**src/rtl/rf_wb_arb_pkg.sv**
```systemverilog
// Shared constants and types for the register file writeback arbiter.
// ADDR_W/DATA_W are shared with the register file itself.
package rf_wb_arb_pkg;

    localparam int unsigned NUM_REQ  = 3;
    localparam int unsigned ALU_IDX  = 0;
    localparam int unsigned LSU_IDX  = 1;
    localparam int unsigned MDU_IDX  = 2;
    localparam int unsigned ADDR_W   = 5;
    localparam int unsigned DATA_W   = 32;
    localparam int unsigned NUM_REGS = 32;
    localparam int unsigned PTR_W    = (NUM_REQ > 1) ? $clog2(NUM_REQ) : 1;

    typedef logic [ADDR_W-1:0] reg_addr_t;
    typedef logic [DATA_W-1:0] reg_data_t;
    typedef logic [PTR_W-1:0]  rr_ptr_t;

    // Round-robin successor: the source after the one just served.
    function automatic rr_ptr_t ptr_inc(input rr_ptr_t p);
        return (p == PTR_W'(NUM_REQ - 1)) ? '0 : p + 1'b1;
    endfunction

endpackage

```
**src/rtl/rf_wb_arb_if.sv**
```systemverilog
// Writeback request, issue/flush and register file write bundle.
// master = execute/decode side, slave = the arbiter.
interface rf_wb_arb_if #(
    parameter int unsigned NUM_REQ = rf_wb_arb_pkg::NUM_REQ,
    parameter int unsigned ADDR_W  = rf_wb_arb_pkg::ADDR_W,
    parameter int unsigned DATA_W  = rf_wb_arb_pkg::DATA_W
);
    logic [NUM_REQ-1:0]        req_vld;
    logic [NUM_REQ*ADDR_W-1:0] req_addr;
    logic [NUM_REQ*DATA_W-1:0] req_data;
    logic [NUM_REQ-1:0]        req_rdy;
    logic                      iss_vld;
    logic [ADDR_W-1:0]         iss_addr;
    logic                      flush;
    logic                      rf_wb_vld;
    logic [ADDR_W-1:0]         rf_wb_addr;
    logic [DATA_W-1:0]         rf_wb_data;
    logic [31:0]               sb_busy;

    modport master (
        output req_vld, req_addr, req_data, iss_vld, iss_addr, flush,
        input  req_rdy, rf_wb_vld, rf_wb_addr, rf_wb_data, sb_busy
    );

    modport slave (
        input  req_vld, req_addr, req_data, iss_vld, iss_addr, flush,
        output req_rdy, rf_wb_vld, rf_wb_addr, rf_wb_data, sb_busy
    );
endinterface

```
**src/rtl/rf_wb_arb_dffre.sv**
```systemverilog
// Reset-enable flop: async active-high reset to ResetVal, load d when en.
module rf_wb_arb_dffre #(
    parameter int unsigned      Width    = 1,
    parameter logic [Width-1:0] ResetVal = '0
) (
    input  logic             clk,
    input  logic             rst,
    input  logic             en,
    input  logic [Width-1:0] d,
    output logic [Width-1:0] q
);
    always_ff @(posedge clk or posedge rst) begin
        if (rst) begin
            q <= ResetVal;
        end else if (en) begin
            q <= d;
        end
    end
endmodule

```
**src/rtl/rf_wb_arb_rr_arb.sv**
```systemverilog
// Parameterised round-robin arbiter: one-hot grant to the first requester
// found searching upward (with wrap) from ptr.
module rf_wb_arb_rr_arb #(
    parameter int unsigned N = 3,
    localparam int unsigned PtrW = (N > 1) ? $clog2(N) : 1
) (
    input  logic [N-1:0]    req,
    input  logic [PtrW-1:0] ptr,
    output logic [N-1:0]    gnt
);
    int          idx;
    logic [PtrW-1:0] sel;
    logic        found;

    always_comb begin
        gnt   = '0;
        found = 1'b0;
        idx   = 0;
        sel   = '0;
        for (int i = 0; i < int'(N); i++) begin
            idx = int'(ptr) + i;
            if (idx >= int'(N)) idx = idx - int'(N);
            sel = PtrW'(idx);
            if (!found && req[sel]) begin
                gnt[sel] = 1'b1;
                found    = 1'b1;
            end
        end
    end
endmodule

```
**src/rtl/rf_wb_arb.sv**
```systemverilog
// Writeback arbiter for the single register file write port, plus the
// per-register busy scoreboard that decode uses for RAW stalls.
module rf_wb_arb
    import rf_wb_arb_pkg::*;
(
    input  logic       clk,
    input  logic       rst,
    rf_wb_arb_if.slave bus
);
    rr_ptr_t              rr_ptr;
    rr_ptr_t              win_idx;
    logic [NUM_REQ-1:0]   gnt;
    logic                 xfer;
    reg_addr_t            win_addr;
    reg_data_t            win_data;
    logic                 wb_vld_d;
    logic [NUM_REGS-1:0]  sb_d;
    logic [NUM_REGS-1:0]  sb_q;

    rf_wb_arb_rr_arb #(.N(NUM_REQ)) u_rr_arb (
        .req (bus.req_vld),
        .ptr (rr_ptr),
        .gnt (gnt)
    );

    assign bus.req_rdy = gnt;
    assign xfer        = |gnt;

    always_comb begin
        win_idx  = '0;
        win_addr = '0;
        win_data = '0;
        for (int k = 0; k < int'(NUM_REQ); k++) begin
            if (gnt[k]) begin
                win_idx  = PTR_W'(k);
                win_addr = bus.req_addr[k*ADDR_W +: ADDR_W];
                win_data = bus.req_data[k*DATA_W +: DATA_W];
            end
        end
    end

    rf_wb_arb_dffre #(.Width(PTR_W)) u_ptr (
        .clk (clk),
        .rst (rst),
        .en  (xfer),
        .d   (ptr_inc(win_idx)),
        .q   (rr_ptr)
    );

    // x0 writes are consumed and advance fairness, but never reach the file.
    assign wb_vld_d = xfer && (win_addr != '0);

    rf_wb_arb_dffre #(.Width(1)) u_wb_vld (
        .clk (clk),
        .rst (rst),
        .en  (1'b1),
        .d   (wb_vld_d),
        .q   (bus.rf_wb_vld)
    );

    rf_wb_arb_dffre #(.Width(ADDR_W)) u_wb_addr (
        .clk (clk),
        .rst (rst),
        .en  (xfer),
        .d   (win_addr),
        .q   (bus.rf_wb_addr)
    );

    rf_wb_arb_dffre #(.Width(DATA_W)) u_wb_data (
        .clk (clk),
        .rst (rst),
        .en  (xfer),
        .d   (win_data),
        .q   (bus.rf_wb_data)
    );

    // Set is applied after clear so a same-cycle re-issue keeps the bit busy.
    always_comb begin
        sb_d = sb_q;
        if (bus.flush) begin
            sb_d = '0;
        end else begin
            for (int i = 1; i < int'(NUM_REGS); i++) begin
                if (bus.rf_wb_vld && (bus.rf_wb_addr == ADDR_W'(i))) sb_d[i] = 1'b0;
                if (bus.iss_vld && (bus.iss_addr == ADDR_W'(i)))     sb_d[i] = 1'b1;
            end
        end
        sb_d[0] = 1'b0;
    end

    rf_wb_arb_dffre #(.Width(NUM_REGS)) u_sb (
        .clk (clk),
        .rst (rst),
        .en  (1'b1),
        .d   (sb_d),
        .q   (sb_q)
    );

    assign bus.sb_busy = sb_q;
endmodule

```
**src/flat_wrapper.sv**
```systemverilog
// flat-port wrapper written by rule: the top's interface ports become plain ports
module rf_wb_arb_flat import rf_wb_arb_pkg::*;
  (clk, rst, bus_req_vld, bus_req_addr, bus_req_data, bus_iss_vld, bus_iss_addr, bus_flush, bus_req_rdy, bus_rf_wb_vld, bus_rf_wb_addr, bus_rf_wb_data, bus_sb_busy);
  rf_wb_arb_if bus_i ();
  input  logic clk;
  input  logic rst;
  input wire logic [$bits(bus_i.req_vld)-1:0] bus_req_vld;
  input wire logic [$bits(bus_i.req_addr)-1:0] bus_req_addr;
  input wire logic [$bits(bus_i.req_data)-1:0] bus_req_data;
  input wire logic [$bits(bus_i.iss_vld)-1:0] bus_iss_vld;
  input wire logic [$bits(bus_i.iss_addr)-1:0] bus_iss_addr;
  input wire logic [$bits(bus_i.flush)-1:0] bus_flush;
  output wire logic [$bits(bus_i.req_rdy)-1:0] bus_req_rdy;
  output wire logic [$bits(bus_i.rf_wb_vld)-1:0] bus_rf_wb_vld;
  output wire logic [$bits(bus_i.rf_wb_addr)-1:0] bus_rf_wb_addr;
  output wire logic [$bits(bus_i.rf_wb_data)-1:0] bus_rf_wb_data;
  output wire logic [$bits(bus_i.sb_busy)-1:0] bus_sb_busy;
  assign bus_i.req_vld = bus_req_vld;
  assign bus_i.req_addr = bus_req_addr;
  assign bus_i.req_data = bus_req_data;
  assign bus_i.iss_vld = bus_iss_vld;
  assign bus_i.iss_addr = bus_iss_addr;
  assign bus_i.flush = bus_flush;
  assign bus_req_rdy = bus_i.req_rdy;
  assign bus_rf_wb_vld = bus_i.rf_wb_vld;
  assign bus_rf_wb_addr = bus_i.rf_wb_addr;
  assign bus_rf_wb_data = bus_i.rf_wb_data;
  assign bus_sb_busy = bus_i.sb_busy;
  rf_wb_arb u_core (.clk(clk), .rst(rst), .bus(bus_i));
endmodule
```
**config.mk**
```make
export PLATFORM = sky130hd
export DESIGN_NAME = rf_wb_arb_flat
export DESIGN_NICKNAME = d
export VERILOG_FILES = /design/src/rtl/rf_wb_arb_pkg.sv /design/src/rtl/rf_wb_arb_if.sv /design/src/rtl/rf_wb_arb_dffre.sv /design/src/rtl/rf_wb_arb_rr_arb.sv /design/src/rtl/rf_wb_arb.sv /design/src/flat_wrapper.sv
export SDC_FILE = /design/constraint.sdc
export NUM_CORES = 1
export LEC_CHECK = 0
export BUFFER_PORTS_ARGS = -buffer_cell sky130_fd_sc_hd__buf_2
export CAP_MARGIN = 30
export CORE_ASPECT_RATIO = 0.5
export CORE_MARGIN = 2
export CORE_UTILIZATION = 25
export DETAILED_ROUTE_END_ITERATION = 6
export PLACE_DENSITY = 0.53
export SLEW_MARGIN = 20
export SYNTH_ARGS = -nofsm -noshare
export SYNTH_HDL_FRONTEND = slang
export SYNTH_SLANG_ARGS = --single-unit
```
**constraint.sdc**
```tcl
create_clock -name clk -period 3.7 [get_ports clk]
set_clock_uncertainty 0.15 [all_clocks]
set_input_delay 0.185 -clock clk [delete_from_list [all_inputs] [get_ports clk]]
set_output_delay 0.185 -clock clk [all_outputs]
set_load 0.01 [all_outputs]
```
==> results by group, run 1 <==
Timing
  • Count of pins over their slew limit: 0
  • Slew @ Worst Pin: 0.837 ns
  • RSZ-0062 raised after global routing: no
  • Crit share post-route: 88.2%
  • Final setup TNS: 0 ns
  • Final Critical Period: 3.26 ns
  • Slew HR: 44.2%
  • Final setup viols: 0
  • Final Worst Setup Slack: 0.437 ns
  • Fmax: 0.306 GHz
  • Final Hold Fails: 0

GRT
  • Vias in the first global route: 3919
  • GRT Total Usage: 15.4%
  • Largest net degree at the start of global routing: 71
  • First-pass GRT wire length: 20.4 mm
  • Antenna violations before repair: 0
  • Total congestion overflow: 0

Yosys
  • Post-Syn Nets: 582
  • Synth Flop Type: dfrtp_1
  • Yosys warns: 0
  • Yosys cell types: 44
  • Top post-synthesis cells by area: dfrtp_1 45%, o22ai_2 9.3%, a21oi_1 8.2%
  • Post-synth EDFFs: 0
  • Yosys top cell by area: dfrtp_1
  • Post-synthesis cell area: 3910 sq um
  • Register area share after synthesis: 45.5%
  • Post-synthesis cell count: 455
  • Asr flop ratio synth: 100%
  • Mean Syn Cell Area: 8.59 sq um
  • Synth top area share: 45.5%
  • Register bit total from synthesis: 71

Layout
  • Diodes inserted: 0
  • Post-route insts no fill: 851
  • Register area: 1780 sq um
  • Share of layout cells above drive strength 1: 38.3%
  • Layout area overhead: 38.7%
  • Fillcell total: 1641
  • Final nets: 770
  • Core Util, Final: 35.3%
  • Multi-input logic area: 1950 sq um

Hold path
  • Hold depth: 3
  • WHS Endpoint: u_core.u_wb_data.q[7]
  • Hold Path Class: in2reg
  • Hold path startpoint: bus_req_data[71]

Floorplanning
  • Core ar.: 15300 sq um
  • Die area: 16700 sq um
  • Row count: 32
  • Die Wd: 181 microns
  • Ports: 196
  • Die Height: 92.4 microns
  • Starting density of the core: 25.5%

Power
  • Leak Pwr: 0.00253 uW
  • Pwr/cell area: 895 nW/um^2
  • VDD IR max: 0.546 mV

Critical path
  • Req. time, crit path: 3.70 ns
  • Reg2Reg Depth: 10
  • Setup crit start kind: register
  • Worst reg2reg setup slack: 0.44 ns
  • Reg2Reg Capture Point: u_core.u_wb_data.q[8]
  • FF-to-FF Start: u_core.u_ptr.q[1]
  • Critical path arrival: 3.26 ns
  • Critical Path Fanout Max: 21
  • Worst Setup End Kind: register
  • Kind of critical path: reg2reg

Place
  • Pre-CTS setup slack: 0.382 ns
  • Inst Count DP: 827
  • Port Buffers: 194
  • DP HPWL: 9.07 mm
  • Gpl congestion: 0.795

Clock network
  • CTS Sinks: 71
  • Max Root-Sink Buffers: 2
  • Worst skew pair latency: 0.32 ns
  • Worst-path clk slew: 0.05 ns
  • Post-cts resize count: 0
  • Root buf cell: clkbuf_16
  • TritonCTS clock tree: built
  • Post-CTS Setup Bufs: 0
  • Inserted Clock Buffers: 9
  • H-tree depth: 3
  • # hold bufs at CTS: 8

Status
  • Status: finished, final reports clean

Route
  • Vias per cell: 4.67
  • WL per Instance: 15.3 microns
  • Vias: 3974
  • Routed WL: 13.0 mm
  • First-pass DRT Iterations: 4
  • DR iter-0 viols: 196
  • # DRC: 0
  • Final ANT Viol Nets: 0

Flow run
  • Max-Cap Viols: 0
worst max-delay path: stages (launching register included):
cell and delay (ns):
dfrtp_1 0.39, inv_1 0.10, ha_1 0.29, mux2i_1 0.26, mux2i_1 0.12, a221o_1 0.30
mux2_4 0.26, or3_2 0.72, buf_16 0.27, o22ai_2 0.13, a21oi_1 0.08
cells in the final DEF, fill, tap and decap left out, drive strengths merged, types with 3 or more instances in the layout:
| master | instances |
|---|---|
| mux2i | 4 |
| dfrtp | 71 |
| dlygate4sd3 | 8 |
| and2 | 4 |
| buf | 200 |
| nor2 | 48 |
| nand2 | 75 |
| inv | 8 |
| nor2b | 5 |
| a21oi | 64 |
| clkbuf | 12 |
| nor3 | 4 |
| nand2b | 6 |
| nand3 | 4 |
| ha | 4 |
| or3 | 3 |
| o22ai | 34 |
| o21ai | 65 |
final cells by class:
cell class              count  area share (%)
multi-input cells         345            36.0
flip-flops and latches     71            32.8
repair buffers            208            20.6
well taps                 204            4.71
clock buffers              12            4.55
clock inverters             3           0.808
inverters                   8           0.554
worst max-delay path by stage:
stage	end	start
2_1_floorplan	u_core.u_wb_data.q[10]	u_core.u_ptr.q[1]
3_3_place_gp	u_core.u_wb_data.q[16]	u_core.u_ptr.q[1]
3_5_place_dp	u_core.u_wb_data.q[8]	u_core.u_ptr.q[1]
4_1_cts	u_core.u_wb_data.q[8]	u_core.u_ptr.q[1]
5_1_grt	u_core.u_wb_data.q[8]	u_core.u_ptr.q[1]
6_report	u_core.u_wb_data.q[8]	u_core.u_ptr.q[1]
where the power goes:
part	switching (uW)	internal (uW)
sequential	189	1040
clock	317	537
combinational	1670	1100
total	2180	2680
Yosys cell counts, types with 2 or more instances:
library cell	count
nand2_1	75
dfrtp_1	71
a21oi_1	64
o21ai_0	64
nor2_1	48
o22ai_2	29
clkbuf_1	20
inv_1	7
nand2b_1	6
buf_1	5
nor2b_1	5
o22ai_1	5
buf_6	4
ha_1	4
mux2i_1	4
nand3_1	4
nor3_1	4
and2_1	3
or3_1	3
a211oi_1	2
a22o_1	2
a311o_1	2
and3_1	2
o31a_1	2
logic make-up after synthesis:
family | count (synthesis) | synth area share [%]
adders and majority gates | 4 | 1.28
buffers and inverters | 39 | 4.64
DFF | 71 | 45.5
AOI/OAI and AO/OA | 176 | 29.4
and+or+nand+nor | 159 | 17.7
muxes | 5 | 1.41
other | 1 | 0.0960
through the flow:
stage	hold WS (ns)	total power, uW	cell area (sq um)
3_5_place_dp	0.238	3940	5020
3_3_place_gp	0.240	3870	5020
6_report	0.0109	4850	5420
5_1_grt	0.00285	5250	5420
4_1_cts	0.00102	4830	5390
2_1_floorplan	0.0981	3220	3910
flip-flops by register name, indices dropped and copies added, names as in the netlist:
| signal | cells |
|---|---|
| u_core.u_ptr.q | 2 |
| u_core.u_wb_data.q | 32 |
| u_core.u_sb.q | 31 |
| u_core.u_wb_addr.q | 5 |
| u_core.u_wb_vld.q | 1 |
metal layers:
metal / up-vias / share of wire, % / wire [microns] / GRT usage [%]
met5: - / 0 / 0 / 0
met4: 0 / 0.89 / 116 / 3.56
met3: 10 / 4.4 / 573 / 3.46
met2: 109 / 49 / 6330 / 26.2
met1: 1878 / 46 / 5990 / 19.9
li1: 1977 / - / - / -
Power figures use the tool's default switching activity.
==> run 2, diff against run 1 <==
RECOVER_POWER = 100   (was unset)
==> run 2 against run 1 <==
- critical path depth did not move
- worst hold slack got worse by 0.0082 ns
- clock power barely moved
- final cell count did not move
- critical endpoint unchanged
- sequential cell count did not move
- non-clock buffer count did not move
- power fell by 6.1%
- highest routed layer unchanged
- global-route usage did not move
- register-to-register slack barely moved
- largest cell class unchanged
- count of clock-buffer cells in the layout did not move
==> results by group, run 2 (synthesized netlist as in run 1, its figures left out) <==
Power
  • VDD IR max: 0.526 mV (-3.6%)
  • Leak Pwr: 0.00224 uW (-11%)
  • Pwr/cell area: 882 nW/um^2 (-1.5%)

Layout
  • Reg with most FFs: u_core.u_wb_data.q
  • Diodes inserted: 0 (unchanged)
  • Commonest non-fill, non-tap cells in the layout: 124 x buf_2, 75 x nand2_1, 72 x clkbuf_1
  • Max FFs per register: 32 (unchanged)
  • Layout area overhead: 32.2%
  • Final nets: 770 (unchanged)
  • Core Util, Final: 33.7% (-1.6 points)
  • Leading registers by flop count: u_core.u_wb_data.q x32, u_core.u_sb.q x31, u_core.u_wb_addr.q x5
  • Most common cell after layout, fill and taps aside: buf_2
  • Share of layout cells above drive strength 1: 23.2% (-15 points)

Critical path
  • FF-to-FF Start: u_core.u_ptr.q[1]
  • Crit path capture: u_core.u_wb_data.q[8]
  • Kind of critical path: reg2reg
  • Setup crit start kind: register
  • Req. time, crit path: 3.71 ns (about the same)
  • Reg2Reg Depth: 10 (unchanged)
  • Reg2Reg Capture Point: u_core.u_wb_data.q[8]
  • Critical path arrival: 3.28 ns (+0.02 ns)
  • Worst Setup End Kind: register
  • Critical Path Source: u_core.u_ptr.q[1]
  • Critical Path Fanout Max: 21 (unchanged)
  • Worst reg2reg setup slack: 0.43 ns (about the same)

Timing
  • Fmax: 0.306 GHz (-0.29%)
  • Hold WS: 0.00278 ns (-0.00817 ns)
  • Final Hold Fails: 0 (unchanged)
  • Final setup viols: 0 (unchanged)
  • Slew HR: 3.90% (-40 points)
  • Final Critical Period: 3.27 ns (+0.00954 ns)
  • Slew @ Worst Pin: 1.44 ns (+0.603 ns)
  • Crit share post-route: 88.4% (+0.26 points)
  • RSZ-0062 raised after global routing: no
  • Count of pins over their slew limit: 0 (unchanged)
  • Final setup TNS: 0 ns (unchanged)

Route
  • Final ANT Viol Nets: 0 (unchanged)
  • Vias: 3975 (+0.025%)
  • WL per Instance: 15.2 microns (-0.47%)
  • First-pass DRT Iterations: 4 (unchanged)
  • # DRC: 0 (unchanged)
  • DR iter-0 viols: 189 (-3.6%)
  • Vias per cell: 4.67 (about the same)
  • Routed WL: 12.9 mm (-0.47%)

Place
  • Gpl congestion: 0.795 (unchanged)
  • DP HPWL: 9.07 mm (unchanged)
  • Port Buffers: 194 (unchanged)

Clock network
  • Post-CTS Setup Bufs: 0 (unchanged)
  • CTS Sinks: 71 (unchanged)
  • Worst-path clk slew: 0.05 ns (about the same)
  • TritonCTS clock tree: built
  • Inserted Clock Buffers: 9 (unchanged)
  • Root buf cell: clkbuf_16
  • Worst skew pair latency: 0.32 ns (about the same)
  • Max Root-Sink Buffers: 2 (unchanged)
  • H-tree depth: 3 (unchanged)

Status
  • Status: finished, final reports clean

GRT
  • GRT Total Usage: 15.4% (unchanged)
  • Largest net degree at the start of global routing: 71 (unchanged)
  • First-pass GRT wire length: 20.4 mm (unchanged)
  • Antenna violations before repair: 0 (unchanged)
  • Vias in the first global route: 3919 (unchanged)
  • Total congestion overflow: 0 (unchanged)

Floorplanning
  • Die Height: 92.4 microns (unchanged)
  • Core ar.: 15300 sq um (unchanged)
  • Die area: 16700 sq um (unchanged)
  • Die Wd: 181 microns (unchanged)
  • Ports: 196 (unchanged)
  • Row count: 32 (unchanged)
  • Starting density of the core: 25.5% (unchanged)

Hold path
  • Hold depth: 3 (unchanged)
  • Hold path startpoint: bus_req_data[71]
  • Hold Path Class: in2reg

Flow run
  • Max-Cap Viols: 0 (unchanged)
[run 2: where the power goes]
| group | total [uW] | switching, uW | leakage (uW) | internal, uW |
|---|---|---|---|---|
| Combinational | 2490 | 1580 | 0.00122 | 912 |
| Clock | 857 | 320 | 0.000143 | 537 |
| Sequential | 1210 | 174 | 0.000877 | 1040 |
[run 2: worst max-delay path: stages, from the launching register on]
cell and delay [ns]:
dfrtp_1 0.39, inv_1 0.10, ha_1 0.29, mux2i_1 0.26
mux2i_1 0.12, a221o_1 0.30, mux2_1 0.31, or3_2 0.69
buf_16 0.25, o22ai_1 0.15, a21oi_1 0.09
[run 2: stage by stage]
step	instances	cell area [sq um]	setup WS [ns]	total power [uW]
6_report	851	5170	0.427	4560
5_1_grt	851	5170	0.129	4950
4_1_cts	850	5390	0.380	4830
3_5_place_dp	827	5020	0.382	3940
3_3_place_gp	827	5020	0.514	3870
2_1_floorplan	455	3910	0.987	3220
[run 2: worst min-delay path by stage]
stage                                  end  slack, ns
global placement    u_core.u_wb_data.q[14]       0.24
floorplan                u_core.u_sb.q[31]        0.1
global route         u_core.u_wb_data.q[4]      0.008
CTS                 u_core.u_wb_data.q[21]      0.001
finish               u_core.u_wb_data.q[7]      0.003
detailed placement   u_core.u_wb_data.q[8]       0.24
[run 2: final cells by class]
class                   instances  area [sq um]
inverters                       8          30.0
fillers                      1692         10200
clock buffers                  12           246
repair buffers                208          1020
multi-input cells             345          1790
well taps                     204           255
clock inverters                 3          43.8
flip-flops and latches         71          1780
[run 2: repair_timing]
item / 4_1_cts / 5_1_grt
resized for setup: 0 / 0
hold buffers: 8 / 0
hold endpoints to repair: 41 / 0
[run 2: routing by layer]
| metal | up-vias | global-route usage [%] | wire length, microns |
|---|---|---|---|
| met4 | 0 | 3.56 | 150 |
| met2 | 115 | 26.2 | 6350 |
| met1 | 1874 | 19.9 | 5770 |
| met5 | - | 0 | 0 |
| li1 | 1972 | - | - |
| met3 | 14 | 3.46 | 673 |
==> run 3, diff against run 2 <==
clock period = 4.2 ns   (was 3.7 ns; I/O delays follow)
==> run 3 against run 2 <==
- the flow now finishes with violations (capacitance limit, slew limit)
- register-to-register slack better by 0.29 ns
- worst hold slack better by 0.027 ns
- core utilization is 0.23 points lower
- clock power is 0.8% lower
- largest power group unchanged
- die area stayed put
- via count is 0.13% lower
- design area is 0.68% lower
- final cell count is 0.47% lower
- first-iteration DRC count is 22% lower
==> results by group, run 3 (synthesized netlist as in run 1, its figures left out) <==
Status
  • Status: complete, but fails checks
  • Failing checks: capacitance limit, slew limit

Timing
  • Fmax: 0.287 GHz (-6.0%)
  • Final Hold Fails: 0 (unchanged)
  • Crit share post-route: 82.9% (-5.6 points)
  • Count of pins over their slew limit: 29 (+29)
  • Final Critical Period: 3.48 ns (+0.207 ns)
  • Hold WS: 0.0295 ns (+0.0267 ns)
  • Slew @ Worst Pin: 1.58 ns (+0.141 ns)
  • RSZ-0062 raised after global routing: no
  • Final setup TNS: 0 ns (unchanged)
  • Slew HR: -5.36% (-9.3 points)
  • Final setup viols: 0 (unchanged)

GRT
  • GRT Total Usage: 15.3% (-0.088 points)
  • Antenna violations before repair: 1 (+1)
  • Largest net degree at the start of global routing: 71 (unchanged)
  • First-pass GRT wire length: 20.4 mm (unchanged)
  • Total congestion overflow: 0 (unchanged)
  • Vias in the first global route: 3923 (+0.10%)

Power
  • Pwr/cell area: 784 nW/um^2 (-11%)
  • Sequential share of power: 26.4% (about the same)
  • Comb pwr share: 52.4% (-2.2 points)
  • VDD IR max: 0.397 mV (-25%)
  • Clock share of power: 21.1% (+2.3 points)
  • Cell-internal power: 2210 uW (-11%)
  • Sw frac: 45.1% (-0.36 points)
  • Net load switching power: 1820 uW (-12%)
  • Leak Pwr: 0.00223 uW (-0.75%)

Place
  • Port Buffers: 194 (unchanged)
  • Gpl congestion: 0.781 (-1.8%)
  • Inst Count DP: 828 (+0.12%)
  • DP HPWL: 9.19 mm (+1.3%)

Critical path
  • Reg2Reg Capture Point: u_core.u_wb_data.q[1]
  • Setup crit start kind: register
  • Critical path arrival: 3.48 ns (+0.20 ns)
  • Kind of critical path: reg2reg
  • Reg2Reg Depth: 9 (-1)
  • Worst reg2reg setup slack: 0.72 ns (+0.29 ns)
  • Worst Setup End Kind: register
  • Req. time, crit path: 4.20 ns (+0.49 ns)
  • FF-to-FF Start: u_core.u_ptr.q[1]
  • Critical Path Fanout Max: 42 (+100%)

Floorplanning
  • Core ar.: 15300 sq um (unchanged)
  • Row count: 32 (unchanged)
  • Die Wd: 181 microns (unchanged)
  • Die area: 16700 sq um (unchanged)
  • Ports: 196 (unchanged)
  • Die Height: 92.4 microns (unchanged)
  • Starting density of the core: 25.5% (unchanged)

Layout
  • Most common cell after layout, fill and taps aside: buf_2
  • Leading registers by flop count: u_core.u_wb_data.q x32, u_core.u_sb.q x31, u_core.u_wb_addr.q x5
  • Core Util, Final: 33.5% (-0.23 points)
  • Final nets: 764 (-0.78%)
  • Layout area overhead: 31.3%
  • Share of layout cells above drive strength 1: 23.5% (+0.34 points)
  • Max FFs per register: 32 (unchanged)
  • Post-route insts no fill: 847 (-0.47%)
  • Reg with most FFs: u_core.u_wb_data.q
  • Commonest non-fill, non-tap cells in the layout: 125 x buf_2, 75 x nand2_1, 73 x clkbuf_1

Route
  • Vias: 3970 (-0.13%)
  • First-pass DRT Iterations: 4 (unchanged)
  • Routed WL: 12.8 mm (-1.2%)
  • DR iter-0 viols: 148 (-22%)
  • # DRC: 0 (unchanged)
  • WL per Instance: 15.1 microns (-0.74%)
  • Final ANT Viol Nets: 0 (unchanged)
  • Vias per cell: 4.69 (+0.35%)

Clock network
  • Inserted Clock Buffers: 9 (unchanged)
  • Worst skew pair latency: 0.32 ns (about the same)
  • H-tree depth: 3 (unchanged)
  • CTS Sinks: 71 (unchanged)
  • Worst-path clk slew: 0.06 ns (about the same)
  • Post-CTS Setup Bufs: 0 (unchanged)
  • Max Root-Sink Buffers: 2 (unchanged)
  • Root buf cell: clkbuf_16
  • Post-cts resize count: 0 (unchanged)
  • TritonCTS clock tree: built

Hold path
  • Hold Path Class: in2reg
  • Hold path startpoint: bus_req_data[72]
  • Hold depth: 3 (unchanged)
  • WHS Endpoint: u_core.u_wb_data.q[8]

Flow run
  • Max-Cap Viols: 1 (+1)
run 3: critical path, stage by stage (launching register included):
cell and delay (ns):
dfrtp_1 0.40, inv_1 0.10, ha_1 0.28, mux2i_1 0.26, mux2i_1 0.12, a221o_1 0.30, mux2_4 0.45, or3_2 0.90
o22ai_1 0.27, a21oi_1 0.06
run 3: worst max-delay path by stage:
stage | endpoint | startpoint | cells after the start | slack (ns)
2_1_floorplan | u_core.u_wb_data.q[10] | u_core.u_ptr.q[1] | 13 | 1.49
3_3_place_gp | u_core.u_wb_data.q[18] | u_core.u_ptr.q[1] | 9 | 0.76
3_5_place_dp | u_core.u_wb_data.q[18] | u_core.u_ptr.q[1] | 9 | 0.67
4_1_cts | u_core.u_wb_data.q[18] | u_core.u_ptr.q[1] | 9 | 0.65
5_1_grt | u_core.u_wb_addr.q[3] | u_core.u_ptr.q[1] | 10 | 0.43
6_report | u_core.u_wb_data.q[1] | u_core.u_ptr.q[1] | 9 | 0.72
run 3: per-stage QoR:
step,instance area [sq um],total power [uW],setup slack [ns]
floorplan,3910,2840,1.49
global placement,5020,3400,0.760
detailed placement,5040,3450,0.667
CTS,5400,4330,0.649
global route,5130,4370,0.429
finish,5130,4020,0.720
run 3: power by group through the flow:
stage                     logic, uW  registers, uW  clock network [uW]
after floorplan                1690           1150                   0
after global placement         2310           1090                   0
after detailed placement       2370           1080                   0
after CTS                      2370           1080                 876
after global routing           2360           1090                 910
final                          2110           1060                 850
run 3: timing repair:
item,in CTS,in global routing
endpoints found under the hold margin,19,0
setup endpoints to repair,0,0
hold buffers,2,0
run 3: layout make-up:
| class | instances | area, sq um |
|---|---|---|
| diodes | 1 | 2.50 |
| clock buffers | 12 | 256 |
| clock inverters | 4 | 77.6 |
| fillers | 1709 | 10200 |
| inverters | 8 | 30.0 |
| multi-input cells | 345 | 1790 |
| flip-flops and latches | 71 | 1780 |
| well taps | 204 | 255 |
| repair buffers | 202 | 938 |
run 3: metal layers:
layer	track usage [%]	part of all wire [%]	routed length [microns]	up-vias
li1	-	-	-	1968
met5	0	0	0	-
met2	25.8	49	6310	106
met4	3.49	0.99	126	0
met3	3.70	5.0	637	13
met1	19.9	45	5710	1883
